[src/rtl/pattern_scheduler.sv]
// pattern_scheduler: frame-synchronous test-pattern sequencer on the pixel clock.
// It keeps image_generator blank for a number of frame starts after reset, then steps
// through the test patterns, either automatically every DWELL_FRAMES or on request.
// Pattern changes are only ever applied on a frame start.
// Optional feature macro: PATTERN_SCHEDULER_DEBOUNCE_EN
//   defined   -> i_next is a raw button (2-flop synchronizer + DB_CYCLES debounce)
//   undefined -> i_next is a clean synchronous one-cycle pulse used directly
module pattern_scheduler #(
  parameter int NUM_PATTERNS   = 8,
  parameter int STARTUP_FRAMES = 4,
  parameter int DWELL_FRAMES   = 120,
  parameter bit VS_POL         = 1'b0,
  parameter int DB_CYCLES      = 16
) (
  input  logic        i_clk,
  input  logic        i_rstn,
  input  logic        i_vs,
  input  logic        i_auto,
  input  logic        i_next,
  output logic [3:0]  o_pattern,
  output logic        o_blank,
  output logic [15:0] o_frame,
  output logic [3:0]  o_led
);

  typedef enum logic {
    ST_BLANK = 1'b0,
    ST_RUN   = 1'b1
  } state_t;

  localparam logic [3:0]  PATTERN_LAST = 4'(NUM_PATTERNS - 1);
  localparam logic [7:0]  STARTUP_LAST = 8'(STARTUP_FRAMES - 1);
  localparam logic [15:0] DWELL_LAST   = 16'(DWELL_FRAMES - 1);

  state_t      state;
  logic [7:0]  startup_cnt;
  logic [15:0] dwell_cnt;
  logic        pending;

  logic        vs_q;
  logic        vs_d;
  logic        vs_armed;
  logic        fs;
  logic        next_req;
  logic        advance;

  // Sync history for frame-start detection. vs_armed only sets once a genuinely
  // inactive sync has been sampled, so a sync already active at reset release
  // cannot be mistaken for a new frame start.
  always_ff @(posedge i_clk) begin
    if (!i_rstn) begin
      vs_q     <= ~VS_POL;
      vs_d     <= ~VS_POL;
      vs_armed <= 1'b0;
    end else begin
      vs_q <= i_vs;
      vs_d <= vs_q;
      if (i_vs != VS_POL) begin
        vs_armed <= 1'b1;
      end
    end
  end

  assign fs = (vs_q == VS_POL) && (vs_d != VS_POL) && vs_armed;

`ifdef PATTERN_SCHEDULER_DEBOUNCE_EN
  localparam int DB_W = (DB_CYCLES < 2) ? 1 : $clog2(DB_CYCLES + 1);
  localparam logic [DB_W-1:0] DB_LAST = DB_W'(DB_CYCLES - 1);

  logic            next_sync1;
  logic            next_sync2;
  logic [DB_W-1:0] db_cnt;
  logic            db_level;
  logic            db_level_q;

  // Raw button: two-flop synchronizer, then the level only follows the input after
  // DB_CYCLES consecutive cycles of disagreement; shorter glitches are discarded.
  always_ff @(posedge i_clk) begin
    if (!i_rstn) begin
      next_sync1 <= 1'b0;
      next_sync2 <= 1'b0;
      db_cnt     <= '0;
      db_level   <= 1'b0;
      db_level_q <= 1'b0;
    end else begin
      next_sync1 <= i_next;
      next_sync2 <= next_sync1;
      db_level_q <= db_level;
      if (next_sync2 == db_level) begin
        db_cnt <= '0;
      end else if (db_cnt == DB_LAST) begin
        db_level <= next_sync2;
        db_cnt   <= '0;
      end else begin
        db_cnt <= db_cnt + 1'b1;
      end
    end
  end

  assign next_req = db_level & ~db_level_q;
`else
  // DB_CYCLES only matters for the debounced build; this empty block just keeps it referenced.
  if (DB_CYCLES < 1) begin : g_db_cycles_unused
  end

  assign next_req = i_next;
`endif

  // A frame start advances on a latched request, a same-cycle request, or an expired dwell in auto mode.
  assign advance = pending | next_req | (i_auto & (dwell_cnt == DWELL_LAST));

  // Main sequencer: startup blanking, then pattern stepping applied only on frame starts.
  always_ff @(posedge i_clk) begin
    if (!i_rstn) begin
      state       <= ST_BLANK;
      o_pattern   <= 4'd0;
      o_blank     <= 1'b1;
      o_frame     <= 16'd0;
      startup_cnt <= 8'd0;
      dwell_cnt   <= 16'd0;
      pending     <= 1'b0;
    end else begin
      if (fs) begin
        o_frame <= o_frame + 16'd1;
      end
      case (state)
        ST_BLANK: begin
          o_blank <= 1'b1;
          if (fs) begin
            if (startup_cnt == STARTUP_LAST) begin
              state       <= ST_RUN;
              o_blank     <= 1'b0;
              dwell_cnt   <= 16'd0;
              startup_cnt <= 8'd0;
            end else begin
              startup_cnt <= startup_cnt + 8'd1;
            end
          end
        end
        ST_RUN: begin
          o_blank <= 1'b0;
          if (fs) begin
            pending <= 1'b0;
            if (advance) begin
              o_pattern <= (o_pattern == PATTERN_LAST) ? 4'd0 : o_pattern + 4'd1;
              dwell_cnt <= 16'd0;
            end else if (dwell_cnt != DWELL_LAST) begin
              dwell_cnt <= dwell_cnt + 16'd1;
            end
          end else if (next_req) begin
            pending <= 1'b1;
          end
        end
        default: begin
          state <= ST_BLANK;
        end
      endcase
    end
  end

  assign o_led = {(state == ST_RUN), pending, o_pattern[1:0]};

endmodule
[config.mk]
export PLATFORM = sky130hd
export DESIGN_NAME = pattern_scheduler
export DESIGN_NICKNAME = d
export VERILOG_FILES = /design/src/rtl/pattern_scheduler.sv
export SDC_FILE = /design/constraint.sdc
export NUM_CORES = 1
export LEC_CHECK = 0
export BUFFER_PORTS_ARGS = -buffer_cell sky130_fd_sc_hd__buf_4
export CAP_MARGIN = 10
export CORE_MARGIN = 5
export CORE_UTILIZATION = 31
export CTS_BUF_LIST = sky130_fd_sc_hd__clkbuf_16
export DETAILED_ROUTE_END_ITERATION = 16
export GPL_ROUTABILITY_DRIVEN = 0
export HOLD_SLACK_MARGIN = 0.02
export PLACE_DENSITY = 0.47
export SETUP_SLACK_MARGIN = 0.15
export SKIP_LAST_GASP = 1
export SLEW_MARGIN = 5
export SYNTH_ARGS = -nofsm -noshare
export SYNTH_HDL_FRONTEND = slang
export SYNTH_SLANG_ARGS = --single-unit
[constraint.sdc]
create_clock -name i_clk -period 7.34 [get_ports i_clk]
set_clock_uncertainty 0.05 [all_clocks]
set_input_delay 0 -clock i_clk [delete_from_list [all_inputs] [get_ports i_clk]]
set_output_delay 0 -clock i_clk [all_outputs]
set_load 0.1 [all_outputs]
### Word-level counts from Yosys, hierarchy flattened

Index checks and enable logic that the tools add are counted.

* bits in registers: 50
* latch bits: 0
* bits in writable memories: 0
* ROM bits: 0
* bits of input ports: 5
* output and inout bits: 25
* logic and storage cells: 50
* memories: 0

* add/sub/neg operators: 4
* multipliers: 0
* div/mod/pow operators: 0
* order comparisons: 0
* equal/unequal tests: 8
* shift operators: 0
* muxes and demuxes: 16
* bitwise operators: 5
* reduce and logical (&&, ||, !) cells: 7

Operators by type and width (count)
* 16-bit two-way mux: 5
* 16-bit by 1-bit adder with 16-bit output, second input constant: 2
* 16-bit one-hot mux with 2 select lines: 1
* 16-bit by 7-bit equality test with 1-bit output, second input constant: 1
* 16-bit by 7-bit inequality test with 1-bit output, second input constant: 1
* 8-bit by 1-bit adder with 8-bit output, second input constant: 1
* 8-bit by 2-bit equality test with 1-bit output, second input constant: 1
* 8-bit two-way mux: 1
* 1-bit two-way mux: 7
* 4-bit by 1-bit adder with 4-bit output, second input constant: 1
* 4-bit by 3-bit equality test with 1-bit output, second input constant: 1
* 4-bit two-way mux: 1
* 2-bit inequality test, second input constant: 2
* 2-bit AND reduction: 2
* 4-bit AND reduction: 1
* 3-bit by 1-bit inequality test with 1-bit output, second input constant: 1
* 3-bit AND reduction: 1
* 1-bit logical AND: 2
* 2-bit by 1-bit inequality test with 1-bit output, second input constant: 1
* 1-bit NOT: 2
* 1-bit bitwise OR: 2
* 1-bit one-hot mux with 2 select lines: 1
* 2-bit nonzero test: 1
* 1-bit bitwise AND: 1

### Depth between registers and ports, before layout

Gate-level depths: netlist of the first run.

* depth after elaboration: 6
* depth in mapped cells: 8
* mapped depth without buffers: 6

### Least setup slack after synthesis of the first run

Ideal clock, no wire load.

* path type: register -> register
* start point: register startup_cnt[0]
* end point: register dwell_cnt[9]
* setup time: 0.079 ns
* arrival: 2.385 ns
* data required time: 7.211 ns
* path slack: 4.826 ns
* stages on the path, launching flop included: 7
* buffers on the path: 0
* clock period less this slack: 2.514 ns
* cells stage by stage: dfxtp_1 > ha_1 > or4b_1 > or4_4 > a221o_1 > or3_1 > a211oi_2

* word-level cells in the longest chain between the ends: 3

RTL lines
* start, declared: line 36 `logic [7:0] startup_cnt;`
* start signal, assigned: line 136 `startup_cnt <= startup_cnt + 8'd1;`
* 8-bit by 2-bit equality test with 1-bit output: line 130 `if (startup_cnt == STARTUP_LAST) begin`
* 2-bit inequality test (no source line)
* 4-bit AND reduction (no source line)
* end signal, assigned: line 148 `dwell_cnt <= dwell_cnt + 16'd1;`
* end, declared: line 37 `logic [15:0] dwell_cnt;`

No other way between the ends.
A chain may end at the register's enable or synchronous reset.

### Final worst setup path of the first run

Same ends and word-level chain as after synthesis.

==> results.sh, run 1 <==
export IMPL_io_pins=30
export IMPL_r2r_start="startup_cnt[0]"
export IMPL_hold_viol_final=0
export IMPL_slowest_delay_ns=0.56
export IMPL_clock_sinks=50
export IMPL_synth_distinct_cells=43
export IMPL_cts_hold_buffers_added=4
export IMPL_cts_buffers=5
export IMPL_antenna_found_initial=0
export IMPL_synth_area_per_cell_um2=8.28
export IMPL_layout_drive_gt1_share=0.125
export IMPL_wl_per_cell_um=13.7
export IMPL_finalCritPeriodShare=0.392
export IMPL_yosys_area_top_type="dfxtp_1"
export IMPL_syn_inst=286
export IMPL_multiInputGateArea_mm2=0.00127
export IMPL_core_area_mm2=0.00733
export IMPL_async_flop_share=0
export IMPL_fin_tns_setup_ns=0
export IMPL_rr_endpoint="dwell_cnt[9]"
export IMPL_peakVddDrop_uv=80.6
export IMPL_fp_dieArea_mm2=0.00948
export IMPL_regArea_mm2=0.00100
export IMPL_syn_num_nets=295
export IMPL_fmax_ghz=0.348
export IMPL_whs_path_depth=4
export IMPL_clk_pin_slew_ns=0.06
export IMPL_hold_path_end="dwell_cnt[11]"
export IMPL_holdCritStartpoint="i_auto"
export IMPL_ys_seq_elements=50
export IMPL_p_per_area_mw_per_mm2=193
export IMPL_yosys_warnings=0
export IMPL_grt_max_degree=32
export IMPL_crit_required_ns=7.48
export IMPL_maxSlewViolCount=0
export IMPL_setup_worst_path_start_class="flop"
export IMPL_syn_area_mm2=0.00237
export IMPL_hp_class="in -> reg"
export IMPL_fp_dieH_um=97.4
export IMPL_end_kind="flop"
export IMPL_grt_use_total=0.119
export IMPL_grt_pass1_vias=1904
export IMPL_grt_overflow_total=0
export IMPL_antennaDiodeCount=0
export IMPL_wirelength_um=5620
export IMPL_leakagePower_nw=1.01
export IMPL_worstMarginPinSlew_ns=1.09
export IMPL_total_power_w=0.000546
export IMPL_criticalPathCategory="reg -> reg"
export IMPL_setup_viol=0
export IMPL_viasPerCell=5.07
export IMPL_clk_path_buf_depth=2
export IMPL_h_tree_depth=2
export IMPL_cts_tree="done"
export IMPL_path_delay_family="simple AND/OR/NAND/NOR gates"
export IMPL_postRouteAntennaNets=0
export IMPL_dp_hpwl_um=3910
export IMPL_final_nets=319
export IMPL_grt_pass1_wl_um=9470
export IMPL_io_buffers=29
export IMPL_cp_num_cells=6
export IMPL_cts_root_buf="clkbuf_16"
export IMPL_netlist_area_leader_share=0.423
export IMPL_max_cap_viol_count=0
export IMPL_cts_setup_buffers=0
export IMPL_synth_edff_count=0
export IMPL_synth_area_leaders="dfxtp_1 42%, nor2_1 5.1%, nand2_1 4.8%, a21oi_1 4.4%, xor2_1 4.4%"
export IMPL_crit_chain="ha_1 -> or4b_1 -> or4_4 -> a221o_1 -> or3_1 -> a211oi_2"
export IMPL_start_util=0.323
export IMPL_status="finished clean"
export IMPL_n_fill_cell=755
export IMPL_synth_most_common_cell="dfxtp_1"
export IMPL_die_x_um=97.4
export IMPL_drc_errors=0
export IMPL_cp_max_fo=13
export IMPL_cp_arrival_ns=3.02
export IMPL_synthFlopType="dfxtp_1"
export IMPL_cp_num_buf_inv=0
export IMPL_finalCriticalPeriod_ns=2.87
export IMPL_grt_setup_unrepaired="no"
export IMPL_reg2regPathDepth=6
export IMPL_max_slew_margin=0.276
export IMPL_num_vias=2080
export IMPL_post_cts_resized=0
export IMPL_seq_area_frac_synth=0.423
export IMPL_drtPass1Iterations=4
export IMPL_cp_slowest_cell="a221o_1"
export IMPL_area_growth_pct=19.8
export IMPL_drtIter0Drc=68
export IMPL_r2r_setup_slack_ns=4.47
export IMPL_rows=31
export IMPL_clk_insertion_delay_late_ns=0.29
export IMPL_ys_top_cells_by_count="50 x dfxtp_1, 32 x nor2_1, 30 x nand2_1"
==> area by class of cell <==
type / instances / share of cell area
multi-input cells: 214 / 0.447
flip-flops and latches: 50 / 0.353
repair buffers: 33 / 0.0909
clock buffers: 5 / 0.0441
well taps: 99 / 0.0437
clock inverters: 3 / 0.0132
inverters: 6 / 0.00794
==> cell usage in the layout, fill, tap and decap left out, types with 2 or more instances in the layout <==
cell type      synthesis  final
or4_1                  4      4
a21oi_1               21     21
o21ai_0               12     12
a41oi_1                2      2
a31oi_1                2      2
nor4_1                 4      4
o211ai_1               3      3
o31ai_1                3      3
dfxtp_1               50     50
nand3_1               17     17
xor2_1                12     12
a211oi_1               2      2
xnor2_1                7      7
ha_1                   4      4
buf_4                  4     29
nor3_1                 6      6
inv_1                  6      8
clkbuf_16              0      5
or3_1                 11     11
nand4_1               10     10
dlygate4sd3_1          0      4
nor2_1                32     32
a221oi_1               2      2
and4_1                 5      5
nand2b_1               3      3
and3_1                 6      6
nand2_1               30     30
==> flip-flops by register name, summed over array words and instances (netlist names) <==
signal,cells
dwell_cnt,16
o_frame,16
startup_cnt,8
o_pattern,4
o_blank,1
pending,1
state,1
vs_armed,1
vs_d,1
vs_q,1
==> metal layers <==
metal  routed length, µm  vias to the layer above  track usage
met5                   0                        -            0
met2                2670                       32        0.192
met1                2680                      968        0.156
met3                 200                        7       0.0302
met4                  78                        0       0.0383
li1                    -                     1073            -
==> worst register-to-register path, cell delays in order (launching register included) <==
cell and delay, ns:
dfxtp_1 0.37, ha_1 0.22, or4b_1 0.47, or4_4 0.47, a221o_1 0.56, or3_1 0.42, a211oi_2 0.22
==> through the flow <==
stage / hold WS [ns] / cells / util / cell area (µm²) / setup slack, ns
2_1_floorplan: 0.0230 / 286 / - / 2370 / 4.83
3_3_place_gp: 0.161 / 398 / 0.359 / 2630 / 4.54
3_5_place_dp: 0.160 / 398 / 0.359 / 2630 / 4.50
4_1_cts: 0.100 / 410 / 0.387 / 2840 / 4.47
5_1_grt: 0.137 / 410 / 0.387 / 2840 / 4.34
6_report: 0.107 / 410 / 0.387 / 2840 / 4.47
==> cells by family (layout without fill, tap and decap cells) <==
kind of cell             Yosys count  in the layout  share of synthesized area
AND/OR/NAND/NOR                  138            138                      0.306
AO/OA/AOI/OAI                     52             52                      0.134
flip-flops                        50             50                      0.423
buffers and inverters             22             47                     0.0412
XOR/XNOR                          19             19                     0.0703
adder cells (fa/ha/maj)            4              4                     0.0211
multiplexers                       1              1                    0.00476
==> worst max path at each step <==
| stage | startpoint | end |
|---|---|---|
| 6_report | startup_cnt[0] | dwell_cnt[9] |
| 4_1_cts | startup_cnt[0] | dwell_cnt[9] |
| 5_1_grt | startup_cnt[0] | dwell_cnt[9] |
| 3_3_place_gp | startup_cnt[0] | dwell_cnt[9] |
| 2_1_floorplan | startup_cnt[0] | dwell_cnt[9] |
| 3_5_place_dp | startup_cnt[0] | dwell_cnt[9] |
==> power by group <==
group	internal [W]	switching (W)	total [W]
combinational	0.00000510	0.0000111	0.0000162
sequential	0.000273	0.00000137	0.000274
clock	0.000158	0.0000975	0.000256
Power figures use the tool's default switching activity.
==> inputs of run 2 (changes only) <==
ABC_AREA = 1   (was unset)
clock period = 2.9 ns   (was 7.34 ns; I/O delays follow)
==> results.sh, run 2 <==
export IMPL_status="finished clean"
export IMPL_core_area_mm2=0.00872
export IMPL_clock_sinks=50
export IMPL_fin_tns_setup_ns=0
export IMPL_syn_area_mm2=0.00276
export IMPL_fp_dieArea_mm2=0.0109
export IMPL_clk_pin_slew_ns=0.07
export IMPL_num_vias=2591
export IMPL_cts_setup_buffers=0
export IMPL_final_common_cell="nand2_1"
export IMPL_cts_tree="done"
export IMPL_r2r_setup_slack_ns=0.91
export IMPL_seq_area_frac_synth=0.363
export IMPL_layout_common_cells="92 x nand2_1, 87 x nor2_1, 61 x inv_1"
export IMPL_max_cap_viol_count=0
export IMPL_r2r_start="dwell_cnt[0]"
export IMPL_start_util=0.316
export IMPL_dp_hpwl_um=4830
export IMPL_synthFlopType="dfxtp_1"
export IMPL_clk_path_buf_depth=2
export IMPL_final_nets=461
export IMPL_reg2regPathDepth=10
export IMPL_setup_viol=0
export IMPL_cp_arrival_ns=2.16
export IMPL_io_pins=30
export IMPL_syn_inst=425
export IMPL_end_kind="flop"
export IMPL_n_fill_cell=924
export IMPL_grt_setup_unrepaired="no"
export IMPL_cts_hold_buffers_added=2
export IMPL_finalCritPeriodShare=0.686
export IMPL_synth_area_per_cell_um2=6.49
export IMPL_drtIter0Drc=131
export IMPL_netlist_area_leader_share=0.363
export IMPL_holdCritStartpoint="i_rstn"
export IMPL_ys_top_cells_by_count="92 x nand2_1, 87 x nor2_1, 61 x inv_1"
export IMPL_h_tree_depth=2
export IMPL_clk_insertion_delay_late_ns=0.29
export IMPL_grt_overflow_total=0
export IMPL_max_slew_margin=0.633
export IMPL_io_buffers=29
export IMPL_crit_required_ns=3.07
export IMPL_finalCriticalPeriod_ns=1.99
export IMPL_area_growth_pct=16.6
export IMPL_viasPerCell=4.63
export IMPL_fmax_ghz=0.503
export IMPL_yosys_warnings=0
export IMPL_whs_path_depth=2
export IMPL_syn_num_nets=434
export IMPL_maxSlewViolCount=0
export IMPL_synth_edff_count=0
export IMPL_synth_distinct_cells=32
export IMPL_async_flop_share=0
export IMPL_ys_seq_elements=50
export IMPL_total_power_w=0.00140
export IMPL_p_per_area_mw_per_mm2=436
export IMPL_synth_area_leaders="dfxtp_1 36%, nand2_1 13%, nor2_1 12%, inv_1 8.3%, nand3_1 5.1%"
export IMPL_cts_root_buf="clkbuf_16"
export IMPL_criticalPathCategory="reg -> reg"
export IMPL_peakVddDrop_uv=231
export IMPL_reg_largest_list="dwell_cnt x16, o_frame x16, startup_cnt x8"
export IMPL_layout_drive_gt1_share=0.115
export IMPL_hold_path_end="vs_d"
export IMPL_postRouteAntennaNets=0
export IMPL_cts_buffers=5
export IMPL_worstMarginPinSlew_ns=0.549
export IMPL_die_x_um=104
export IMPL_multiInputGateArea_mm2=0.00145
export IMPL_grt_use_total=0.122
export IMPL_post_cts_resized=0
export IMPL_leakagePower_nw=1.34
export IMPL_setup_worst_path_start_class="flop"
export IMPL_grt_max_degree=33
export IMPL_hold_viol_final=0
export IMPL_regArea_mm2=0.00100
export IMPL_cp_max_fo=12
export IMPL_drc_errors=0
export IMPL_hp_class="in -> reg"
export IMPL_wl_per_cell_um=11.6
export IMPL_wirelength_um=6500
export IMPL_synth_most_common_cell="nand2_1"
export IMPL_antenna_found_initial=0
export IMPL_grt_pass1_vias=2378
export IMPL_drtPass1Iterations=4
export IMPL_grt_pass1_wl_um=11200
export IMPL_rr_endpoint="dwell_cnt[10]"
export IMPL_yosys_area_top_type="dfxtp_1"
export IMPL_antennaDiodeCount=0
export IMPL_fp_dieH_um=104
export IMPL_rows=34
-- run 2: changes by cell type in the layout (fill, tap and decap cells not counted), sizes merged, moves of 6 or more --
cell and change:
and3 -6, inv +54, nand2 +64, nand3 +12, nor2 +59, nor3 +7
o21ai +10, or3 -11, xor2 -7
-- run 2: layout make-up --
class | instances | share of cell area
Multi-Input combinational cell | 302 | 0.450
Inverter | 62 | 0.0723
Timing Repair Buffer | 31 | 0.0738
Clock inverter | 2 | 0.0120
Sequential cell | 50 | 0.311
Clock buffer | 5 | 0.0389
Tap cell | 108 | 0.0420
-- run 2: worst max-delay path: stages (launching register included) --
cell	delay (ns)
dfxtp_1	0.34
ha_1	0.23
nand2_1	0.12
inv_1	0.05
nand2_1	0.05
nor2_1	0.03
nand3_1	0.18
nand3_1	0.44
a21oi_1	0.28
nor2_1	0.06
nor2_1	0.10
-- run 2: through the flow --
stage	cells	util	hold slack (ns)	area [µm²]	setup WS [ns]
after floorplan	425	-	0.0566	2760	0.655
after global placement	551	0.348	0.150	3040	0.954
after detailed placement	551	0.348	0.151	3040	0.941
after CTS	560	0.369	0.0281	3220	0.924
after global routing	560	0.369	0.0544	3220	0.644
final	560	0.369	0.0371	3220	0.911
-- run 2: how the worst max path moves through the flow --
stage / start / to / slack [ns] / depth (start not counted)
after global placement: dwell_cnt[0] / dwell_cnt[1] / 0.95 / 10
after global routing: dwell_cnt[0] / dwell_cnt[11] / 0.64 / 10
after CTS: dwell_cnt[0] / dwell_cnt[10] / 0.92 / 10
after floorplan: o_frame[1] / o_frame[15] / 0.65 / 9
final: dwell_cnt[0] / dwell_cnt[10] / 0.91 / 10
after detailed placement: dwell_cnt[0] / dwell_cnt[10] / 0.94 / 10
-- run 2: cells by family (layout without fill, tap and decap cells) --
kind of cell / Yosys count / count (layout) / share of synthesized area
flip-flops: 50 / 50 / 0.363
buffers and inverters: 73 / 100 / 0.112
XOR/XNOR: 7 / 7 / 0.0222
AND/OR/NAND/NOR: 243 / 243 / 0.390
adder cells (fa/ha/maj): 4 / 4 / 0.0181
AO/OA/AOI/OAI: 48 / 48 / 0.0943
-- run 2: routing by layer --
metal,GRT usage,wire [µm],vias up
met5,0,0,-
met4,0.0305,66,0
met3,0.0298,217,5
met2,0.187,2800,26
met1,0.171,3410,1170
li1,-,-,1390
-- run 2: power breakdown --
group / switching (W) / internal, W
Sequential: 0.00000429 / 0.000690
Combinational: 0.0000359 / 0.0000146
Clock: 0.000256 / 0.000404
Total: 0.000296 / 0.00111
